===== src/rtl/accum_bank.sv =====
// accum_bank: bank of operand registers feeding one accumulator.
// Buttons are raw levels; each rising edge triggers exactly one operation.
// Priority on simultaneous edges is clear > load > add > sub.
// Overflow either wraps or clamps, depending on SATURATE.
// A registered display mux selects acc, count or an operand register.
module accum_bank #(
  parameter int WIDTH    = 8,
  parameter int NUM_REGS = 4,
  parameter int ADDR_W   = 2,
  parameter int COUNT_W  = 8,
  parameter int SATURATE = 0,
  parameter int SEL_W    = 3
) (
  input  logic               MCLK,
  input  logic               reset,
  input  logic [WIDTH-1:0]   din,
  input  logic [ADDR_W-1:0]  addr,
  input  logic               btn_load,
  input  logic               btn_add,
  input  logic               btn_sub,
  input  logic               btn_clear,
  input  logic [SEL_W-1:0]   disp_sel,
  output logic [WIDTH-1:0]   disp_val,
  output logic [WIDTH-1:0]   acc,
  output logic [COUNT_W-1:0] count,
  output logic               ovf,
  output logic               done
);

  // Button bit order: {clear, load, add, sub}.
  logic [3:0] btn_now, btn_q, btn_d, fire;

  logic [NUM_REGS-1:0][WIDTH-1:0] regs_q, regs_d;
  logic [WIDTH-1:0]   acc_q, acc_d;
  logic [COUNT_W-1:0] count_q, count_d;
  logic               ovf_q, ovf_d;
  logic               done_q, done_d;
  logic [WIDTH-1:0]   disp_q, disp_d;

  logic [WIDTH-1:0]   operand, diff;
  logic [WIDTH:0]     sum;
  logic               borrow;

  assign btn_now = {btn_clear, btn_load, btn_add, btn_sub};
  assign fire    = btn_now & ~btn_q;

  // Operand fetch and the add/sub datapath.
  // An out-of-range addr reads as 0, so add/sub leave acc unchanged.
  always_comb begin
    operand = '0;
    for (int i = 0; i < NUM_REGS; i++)
      if (addr == ADDR_W'(i)) operand = regs_q[i];
    sum    = {1'b0, acc_q} + {1'b0, operand};
    borrow = operand > acc_q;
    diff   = acc_q - operand;
  end

  // Next-state logic: only the highest-priority fired operation executes.
  always_comb begin
    btn_d   = btn_now;
    regs_d  = regs_q;
    acc_d   = acc_q;
    count_d = count_q;
    ovf_d   = ovf_q;
    done_d  = 1'b0;
    if (fire[3]) begin
      acc_d   = '0;
      count_d = '0;
      ovf_d   = 1'b0;
      done_d  = 1'b1;
    end else if (fire[2]) begin
      // A load to an out-of-range address is dropped, but it still counts as executed.
      for (int i = 0; i < NUM_REGS; i++)
        if (addr == ADDR_W'(i)) regs_d[i] = din;
      done_d = 1'b1;
    end else if (fire[1]) begin
      acc_d = sum[WIDTH-1:0];
      if (sum[WIDTH]) begin
        ovf_d = 1'b1;
        if (SATURATE != 0) acc_d = '1;
      end
      count_d = count_q + COUNT_W'(1);
      done_d  = 1'b1;
    end else if (fire[0]) begin
      acc_d = diff;
      if (borrow) begin
        ovf_d = 1'b1;
        if (SATURATE != 0) acc_d = '0;
      end
      count_d = count_q + COUNT_W'(1);
      done_d  = 1'b1;
    end
  end

  // Display source select.
  // It reads the registered state, so the shown value lags any change by one cycle.
  always_comb begin
    disp_d = '0;
    if (disp_sel == '0) disp_d = acc_q;
    else if (disp_sel == SEL_W'(1)) disp_d = WIDTH'(count_q);
    for (int i = 0; i < NUM_REGS; i++)
      if (disp_sel == SEL_W'(i + 2)) disp_d = regs_q[i];
  end

  // State registers.
  // Edge history tracks the buttons even during reset, so a button held through reset does not fire.
  always_ff @(posedge MCLK) begin
    btn_q <= btn_d;
    if (reset) begin
      regs_q  <= '0;
      acc_q   <= '0;
      count_q <= '0;
      ovf_q   <= 1'b0;
      done_q  <= 1'b0;
      disp_q  <= '0;
    end else begin
      regs_q  <= regs_d;
      acc_q   <= acc_d;
      count_q <= count_d;
      ovf_q   <= ovf_d;
      done_q  <= done_d;
      disp_q  <= disp_d;
    end
  end

  assign acc      = acc_q;
  assign count    = count_q;
  assign ovf      = ovf_q;
  assign done     = done_q;
  assign disp_val = disp_q;

endmodule

===== config.mk =====
export PLATFORM = sky130hd
export DESIGN_NAME = accum_bank
export DESIGN_NICKNAME = d
export VERILOG_FILES = /design/src/rtl/accum_bank.sv
export SDC_FILE = /design/constraint.sdc
export NUM_CORES = 1
export LEC_CHECK = 0
export BUFFER_PORTS_ARGS = -buffer_cell sky130_fd_sc_hd__buf_2
export CORE_AREA = 5 5 107 109
export DETAILED_ROUTE_END_ITERATION = 6
export DIE_AREA = 0 0 112 114
export GPL_TIMING_DRIVEN = 0
export SLEW_MARGIN = 10
export SYNTH_ARGS = -nofsm -noshare
export SYNTH_HDL_FRONTEND = slang
export SYNTH_SLANG_ARGS = --single-unit

===== constraint.sdc =====
create_clock -name MCLK -period 3.4 [get_ports MCLK]
set_clock_uncertainty 0.1 [all_clocks]
set_input_delay 0.34 -clock MCLK [delete_from_list [all_inputs] [get_ports MCLK]]
set_output_delay 0.34 -clock MCLK [all_outputs]
set_load 0.02 [all_outputs]

==> summary.md, run 1 <==
| Metric | Value |
|---|---|
| Status | `complete, no violations` |
| Crit path buffers/inverters | `2` |
| Post-Route Utilization | `around two fifths` |
| Nets | `460` |
| Setup_tns | `0 ps` |
| Ports | `between 40 and 50` |
| Met2 WL | `between 4000 and 5000 um` |
| Crit. End Element | `flip-flop` |
| Static Leak | `about 0.0018 uW` |
| Drt via density | `a little over 5` |
| Core box area | `around 11,000 um2` |
| Via count | `between 2,000 and 3,000` |
| Syn_area_per_cell | `between 9 and 10 um2` |
| Delay-heaviest family, CP | `adder cells` |
| Final Cycle Share | `between 80 and 90%` |
| Ys Warns | `0` |
| Met3 wire length | `between 400 and 500 um` |
| Hold_buf cts | `0` |
| Synth unique cells | `53` |
| Die ar. | `12,800 um2` |
| Max VDD drop | `roughly 0.17 mV` |
| Primary FF master, synth | `dfxtp_1` |
| Die Y | `114 um` |
| Number of global-route vias before repair | `around 3,000` |
| Switch Pwr | `between 400 and 500 uW` |
| DP Wirelength | `approximately 7000 um` |
| CP max FO | `10` |
| Clock root buffer | `clkbuf_8` |
| DRT antenna net count | `0` |
| Critical Path, Cell by Cell | `buf_2, buf_4, mux4_2, ha_1, fa_1, or2_1, a221oi_2, nor2_1, o21ai_0, and4b_1, a2111oi_2` |
| First-pass GRT wire length | `15,600 um` |
| Final Cell Area | `4100 um2` |
| Antenna Diode Count | `0` |
| Syn_nets | `407` |
| Combinational power share | `between 15 and 20%` |
| Largest net degree at the start of global routing | `13` |
| Share of cells above drive strength 1 | `22.3%` |
| Clock tree buffer depth | `2` |
| # Max-Cap Violations | `0` |
| Layout area overhead | `16.5%` |
| Routed wire length | `around 9500 um` |
| Chip width | `between 100 and 150 um` |
| Worst Max-Slew Pin Slew | `652 ps` |
| Post-place instance area | `just under 4000 um2` |
| Post-synth EDFFs | `0` |
| Clk sink count | `62` |
| Switching fraction of total power | `between 20 and 30%` |
| First-iteration detailed-routing DRC count | `roughly 150` |
| Initial core utilization | `33.5%` |
| Critical path type | `in2reg` |
| Footprint of the multi-input gates | `approximately 2100 um2` |
| CP startpoint kind | `input pin` |
| Crit path DAT | `3020 ps` |
| Cell Pwr Density | `between 400 and 500 nW/um2` |
| HP Class | `in2reg` |
| Port bufs | `42` |
| Crit path time final | `~2900 ps` |
| Slew headroom | `a little under three fifths` |
| Mapped Area | `around 3500 um2` |
| Synth area leader | `dfxtp_1` |
| Post-CTS Setup Bufs | `0` |
| CTS tree | `yes` |
| Syn Inst Count | `between 300 and 400` |
| Initial antenna violation count | `0` |
| Highest metal used | `met4` |
| Fill cell count | `roughly 1,100` |
| Achievable Freq | `344 MHz` |
| Synth async-reset ratio | `0%` |
| Final GP Congestion | `just over 0.8` |
| Total CTS buffers | `9` |
| CP peak stage delay | `570 ps` |
| Cell at the slowest stage of the critical path | `mux4_2` |
| PostCTS Resize Cnt | `0` |
| CTS H-tree lvls | `3` |
| All-Layer GR Usage | `15.5%` |
| Seq/Total Area, Yosys | `a little over a third` |
| Final WS setup | `about 500 ps` |
| Gr ovfl total | `0` |
| Placement row count | `38` |
| Placement Setup Slack | `a little under 100 ps` |
| Unrepaired setup endpoints after global routing | `false` |
| Seq pwr share | `between 40% and 50%` |
| Int Power | `about 1200 uW` |
| CP Data Required Time | `3520 ps` |
| Routed len/inst | `about 17 um` |
| Clock share of power | `approximately two fifths` |
| Area occupied by registers | `1240 um2` |
| Hold Fails Final Rpt | `0` |
| CTS clock-pin slew for the worst setup and hold paths | `roughly 70 ps` |
| Max Slew Vio Count | `0` |
| Worst skew pair latency | `roughly 350 ps` |
| Design Power | `1680 uW` |
| #FFs+latches synth | `a little over 60` |
| Wl on met1 | `around 4300 um` |
| First-pass DRT Iterations | `4` |
| Setup violators final | `0` |
| DRC Markers | `0` |
| Synth top area share | `between 30% and 40%` |
| Top cells by area, synth | `dfxtp_1 35%, mux2i_1 13%, nor2_1 7.9%` |
==> synthesized netlist by cell type, types with 5 or more instances <==
cell,number
a211oi_1,5
a21oi_1,20
buf_4,5
clkbuf_1,8
dfxtp_1,62
ha_1,18
inv_1,14
mux2i_1,47
mux4_2,12
nand2_1,9
nand2b_1,5
nand3_1,6
nor2_1,74
nor2b_1,6
o21ai_0,8
xor2_1,8
==> path summary, 6_finish.rpt <==
check        depth (start not counted)  slack, ps                   start                      to
max reg2reg                          9        670  regs_q[8]$_SDFFE_PP0P_        ovf$_SDFFE_PP0P_
max                                 11        500                 addr[1]        ovf$_SDFFE_PP0P_
min                                  1         10                 btn_sub        btn_q[0]$_DFF_P_
min reg2reg                          2        430  regs_q[1]$_SDFFE_PP0P_  regs_q[1]$_SDFFE_PP0P_
==> final cells by class <==
type / instances / area share (%)
sequential: 62 / 30.3
multi-input combinational: 273 / 51.4
tap: 140 / 4.27
clock buffer: 9 / 3.02
timing repair buffer: 42 / 5.13
inverter: 14 / 1.28
clock inverter: 7 / 1.77
buffer: 19 / 2.84
==> worst reg2reg max path: stages, from the launching register on <==
cell       delay (ps)
dfxtp_1           330
mux4_2            500
ha_1              240
fa_1              380
or2_1             250
a221oi_2          300
nor2_1            100
o21ai_0           140
and4b_1           220
a2111oi_2          50
==> cell families after synthesis <==
| logic type | Yosys count | share of synthesized area [%] |
|---|---|---|
| and+or+nand+nor | 124 | 16.8 |
| muxes | 63 | 22.3 |
| DFF | 62 | 35.3 |
| AOI/OAI and AO/OA | 55 | 10.5 |
| buffers and inverters | 33 | 4.80 |
| adders and majority gates | 20 | 7.54 |
| xor gates and xnor gates | 11 | 2.74 |
==> layout by cell type, fill, tap and decap left out, types with 6 or more instances in the layout <==
master    count
mux4_2       12
a21oi_1      20
nor2_1       74
buf_2        45
clkbuf_8      9
dfxtp_1      62
xor2_1        8
clkbuf_1      8
nand3_1       6
nand2_1       9
ha_1         18
nor2b_1       6
inv_1        14
o21ai_0       8
mux2i_1      47
==> flip-flops by register name, summed over array words and instances (netlist names) <==
name	flops
acc	8
btn_q	4
count	8
disp_val	8
done	1
ovf	1
regs_q	32
==> per-layer routing <==
layer	global-route usage, %	up-vias
met1	19.2	1410
li1	-	1408
met5	0	-
met2	26.7	67
met3	3.93	12
met4	4.73	0
==> power groups by stage <==
stage	combinational, uW	clock [uW]	sequential, uW
after floorplan	171	0	790
after global placement	255	0	782
after detailed placement	258	0	783
after CTS	260	668	766
after global routing	286	701	770
final	258	659	766
==> per-stage QoR <==
step / hold slack (ps) / cells
after floorplan: 268 / 368
after global placement: 360 / 550
after detailed placement: 363 / 550
after CTS: 3.40 / 566
after global routing: 3.63 / 566
final: 12.4 / 566
No activity file was read; power rests on OpenSTA's default activity.
==> run 2, diff against run 1 <==
- BUFFER_PORTS_ARGS: -buffer_cell sky130_fd_sc_hd__buf_2 -> unset
- DONT_BUFFER_PORTS: unset -> 1
==> summary.md, run 2 (same netlist as run 1, synthesis figures left out) <==
| Metric | Value |
|---|---|
| Setup violators final | `0` |
| Hold WS | `between 30 and 40 ps` |
| Drt via density | `5.19` |
| Initial antenna violation count | `0` |
| Cell Pwr Density | `409 nW/um2` |
| CTS H-tree lvls | `3` |
| Crit path time final | `2760 ps` |
| DRC Markers | `0` |
| Fill cell count | `1,057` |
| CP peak stage delay | `between 400 and 500 ps` |
| Chip width | `112 um` |
| Final GP Congestion | `0.863` |
| First-pass DRT Iterations | `4` |
| Unrepaired setup endpoints after global routing | `false` |
| Largest net degree at the start of global routing | `13` |
| Share of cells above drive strength 1 | `13.7%` |
| Clock tree buffer depth | `2` |
| Die Y | `between 100 and 150 um` |
| Routed len/inst | `approximately 18 um` |
| Total CTS buffers | `9` |
| Most frequent cells in the layout | `74 x nor2_1, 62 x dfxtp_1, 47 x mux2i_1, 20 x a21oi_1, 18 x ha_1` |
| Design Power | `1600 uW` |
| First-pass GRT wire length | `about 15,000 um` |
| Antenna Diode Count | `0` |
| Initial core utilization | `33.5%` |
| Ports | `45` |
| Routed wire length | `9370 um` |
| All-Layer GR Usage | `between 10% and 20%` |
| HP Class | `in2reg` |
| CP Data Required Time | `between 3000 and 4000 ps` |
| Critical path type | `reg2reg` |
| Hold Fails Final Rpt | `0` |
| DRT antenna net count | `0` |
| Max Slew Vio Count | `0` |
| CTS tree | `yes` |
| Layout area overhead | `11.4%` |
| Die ar. | `between 10,000 and 15,000 um2` |
| Port bufs | `0` |
| Worst Max-Slew Pin Slew | `618 ps` |
| Max reg flops | `32` |
| Worst skew pair latency | `350 ps` |
| Commonest non-fill, non-tap cell in the layout | `nor2_1` |
| Placement row count | `38` |
| Slew headroom | `roughly three fifths` |
| Delay-heaviest family, CP | `adder cells` |
| Status | `complete, no violations` |
| Achievable Freq | `362 MHz` |
| Crit path buffers/inverters | `0` |
| Via count | `~2,700` |
| DP Wirelength | `7040 um` |
| Gr ovfl total | `0` |
| Max VDD drop | `approximately 0.18 mV` |
| Clock root buffer | `clkbuf_8` |
| Clk sink count | `62` |
| Core box area | `around 11,000 um2` |
| Crit. End Element | `flip-flop` |
| Final Cycle Share | `between 80% and 90%` |
| Setup_tns | `0 ps` |
| Post-Route Utilization | `a little under two fifths` |
| Static Leak | `~0.0016 uW` |
| Cell at the slowest stage of the critical path | `mux4_2` |
| CP max FO | `3` |
| Reg with most FFs | `regs_q` |
| Critical Path, Cell by Cell | `mux4_2, ha_1, fa_1, or2_1, a221oi_2, nor2_1, o21ai_0, and4b_1, a2111oi_2` |
| # Max-Cap Violations | `0` |
| CTS clock-pin slew for the worst setup and hold paths | `roughly 80 ps` |
| Number of global-route vias before repair | `roughly 2,800` |
| CP startpoint kind | `flip-flop` |
| Nets | `between 400 and 500` |
| First-iteration detailed-routing DRC count | `around 180` |
| Crit path DAT | `~2900 ps` |
## run 2: changes by cell type in the layout (fill, tap and decap cells not counted), sizes merged
cell         change
buf             -42
bufinv           -1
clkbuf           +1
clkinvlp         +2
dlygate4sd3      +4
inv              -2
## run 2: repair_timing
item / in CTS / in global routing
buffers inserted: 0 / 0
hold endpoints to repair: 4 / 0
gates resized for setup: 0 / 0
hold buffers: 4 / 0
## run 2: power breakdown
group	switching [uW]	internal (uW)	total (uW)
combinational	123	94.8	218
clock	318	286	604
sequential	36.4	746	782
total	477	1130	1600
## run 2: worst paths after layout
kind,startpoint,end,slack [ps],depth (start not counted)
min reg2reg,regs_q[13]$_SDFFE_PP0P_,regs_q[13]$_SDFFE_PP0P_,420,2
max reg2reg,regs_q[0]$_SDFFE_PP0P_,ovf$_SDFFE_PP0P_,640,9
min,din[4],regs_q[20]$_SDFFE_PP0P_,40,2
max,regs_q[0]$_SDFFE_PP0P_,ovf$_SDFFE_PP0P_,640,9
## run 2: routing by layer
metal	up-vias	share of wire [%]	global-route usage, %
li1	1334	-	-
met1	1315	43	18.5
met2	80	48	25.7
met3	12	7.3	4.51
met4	0	1.6	5.05
met5	-	0	0
## run 2: layout make-up
cell class              instances  area, um2  share of cell area (%)
inverters                      14       52.6                    1.34
clock buffers                  10        138                    3.51
repair buffers                  4       40.0                    1.02
multi-input cells             273       2110                    53.8
clock inverters                 6       47.5                    1.21
well taps                     140        175                    4.47
flip-flops and latches         62       1240                    31.7
plain buffers                  19        116                    2.97
## run 2: stage by stage
stage	instances	setup WS [ps]	instance area, um2
3_5_place_dp	508	374	3690
6_report	528	639	3920
3_3_place_gp	508	367	3690
2_1_floorplan	368	619	3520
5_1_grt	528	488	3920
4_1_cts	528	687	3920
==> run 3, diff against run 2 <==
- clock period: 3.4 -> 2.5 ns (I/O delays scaled with it)
==> summary.md, run 3 (same netlist as run 1, synthesis figures left out) <==
| Metric | Value |
|---|---|
| Status | `finished with violations` |
| Violated checks | `setup timing` |
| Cell at the slowest stage of the critical path | `mux4_2` |
| All-Layer GR Usage | `~15%` |
| Clock tree buffer depth | `2` |
| CTS tree | `yes` |
| CTS H-tree lvls | `3` |
| Switching fraction of total power | `27.9%` |
| Slew headroom | `57.8%` |
| Nets | `around 430` |
| Crit path DAT | `about 2800 ps` |
| Unrepaired setup endpoints after global routing | `true` |
| Clk sink count | `between 60 and 70` |
| Clock root buffer | `clkbuf_8` |
| DP Wirelength | `just under 7000 um` |
| Dpl cells | `about 500` |
| Number of global-route vias before repair | `~2,900` |
| Gr ovfl total | `0` |
| Cell Pwr Density | `567 nW/um2` |
| Hold WS | `about 34 ps` |
| First-iteration detailed-routing DRC count | `158` |
| Critical Path, Cell by Cell | `mux4_2, ha_4, fa_2, or2_1, a221oi_2, nor2_1, o21ai_1, and4b_1, a2111oi_2` |
| Hold Fails Final Rpt | `0` |
| CP startpoint kind | `flip-flop` |
| Achievable Freq | `between 300 and 400 MHz` |
| Most frequent cells in the layout | `74 x nor2_1, 61 x dfxtp_1, 47 x mux2i_1, 18 x a21oi_1, 16 x ha_1` |
| Reg with most FFs | `regs_q` |
| CP peak stage delay | `530 ps` |
| Antenna Diode Count | `0` |
| Share of cells above drive strength 1 | `between 10% and 20%` |
| Int Power | `approximately 1700 uW` |
| Commonest non-fill, non-tap cell in the layout | `nor2_1` |
| DRT antenna net count | `0` |
| Total CTS buffers | `9` |
| Routed len/inst | `between 15 and 20 um` |
| Die Y | `between 100 and 150 um` |
| Crit path buffers/inverters | `0` |
| Max Slew Vio Count | `0` |
| Final Cycle Share | `106%` |
| Max reg flops | `32` |
| Die ar. | `~13,000 um2` |
| First-pass GRT wire length | `between 15,000 and 20,000 um` |
| CTS clock-pin slew for the worst setup and hold paths | `~70 ps` |
| Setup violators final | `3` |
| Via count | `between 2,000 and 3,000` |
| Drt via density | `just over 5` |
| Crit. End Element | `flip-flop` |
| DRC Markers | `0` |
| First-pass DRT Iterations | `4` |
| Placement Setup Slack | `-303 ps` |
| Layout area overhead | `16.7%` |
| Clock share of power | `between 40 and 50%` |
| Static Leak | `approximately 0.0016 uW` |
| Largest net degree at the start of global routing | `12` |
| Final cell count without fillers | `540` |
| CP Data Required Time | `2620 ps` |
| Max VDD drop | `0.206 mV` |
| HP Class | `in2reg` |
| Chip width | `112 um` |
| Seq pwr share | `between 40% and 50%` |
| Switch Pwr | `650 uW` |
| Final WS setup | `-149 ps` |
| Worst Max-Slew Pin Slew | `around 630 ps` |
| # Max-Cap Violations | `0` |
| Placement row count | `38` |
| Worst skew pair latency | `340 ps` |
| CP max FO | `3` |
| Final GP Congestion | `around 0.82` |
| Initial antenna violation count | `0` |
| Combinational power share | `between 10% and 20%` |
| Port bufs | `0` |
| Crit path time final | `roughly 2600 ps` |
| Core box area | `10,500 um2` |
| Ports | `45` |
| Delay-heaviest family, CP | `simple AND/OR/NAND/NOR gates` |
| Routed wire length | `about 9500 um` |
| Initial core utilization | `33.5%` |
| Critical path type | `reg2reg` |
## run 3: path summary, 6_finish.rpt
path / start / end / slack [ps] / cells after the start
worst min register to register: regs_q[24]$_SDFFE_PP0P_ / regs_q[24]$_SDFFE_PP0P_ / 410 / 2
worst min-delay path: btn_clear / done$_SDFF_PP0_ / 30 / 2
worst max-delay path: regs_q[24]$_SDFFE_PP0P_ / ovf$_SDFFE_PP0P_ / -150 / 9
worst max register to register: regs_q[24]$_SDFFE_PP0P_ / ovf$_SDFFE_PP0P_ / -150 / 9
## run 3: final cells by class
class / count / area (um2)
well taps: 140 / 175
plain buffers: 19 / 133
inverters: 14 / 52.6
clock buffers: 11 / 151
fillers: 1034 / 6400
multi-input cells: 273 / 2140
repair buffers: 16 / 150
clock inverters: 5 / 57.6
flip-flops and latches: 62 / 1240
## run 3: stage by stage
step / TNS, ps / cell area [um2] / total power [uW] / utilization [%]
global route: -896 / 4110 / 2440 / 39.1
detailed placement: -781 / 3720 / 1380 / 35.4
floorplan: -146 / 3550 / 1310 / -
CTS: -246 / 4080 / 2350 / 38.8
finish: -348 / 4110 / 2330 / 39.1
global placement: -663 / 3720 / 1380 / 35.4
## run 3: repair_timing
item | in CTS | in global routing
hold buffers | 12 | 0
gates resized for setup | 2 | 4
endpoints found under the hold margin | 36 | 0
pin swaps | 11 | 1
endpoints found under the setup margin | 4 | 5
setup buffers | 2 | 2
## run 3: worst register-to-register path, delay by kind of cell, from the launching register on
kind                     cells  cell delay (ps)
AND/OR/NAND/NOR              3              560
multiplexers                 1              530
adder cells (fa/ha/maj)      2              530
AO/OA/AOI/OAI                3              490
flip-flops                   1              330
## run 3: power groups by stage
stage          combinational (uW)  clock, uW  sequential (uW)
6_report                      330        932             1060
5_1_grt                       363       1000             1070
4_1_cts                       326        957             1060
3_5_place_dp                  296          0             1090
3_3_place_gp                  293          0             1090
2_1_floorplan                 238          0             1070
## run 3: layer usage
metal  GRT usage (%)  vias up  wire [um]
li1                -     1353          -
met1            19.2     1359       4180
met2            26.3       70       4630
met3            3.45       13        499
met4            5.37        0        154
met5               0        -          0
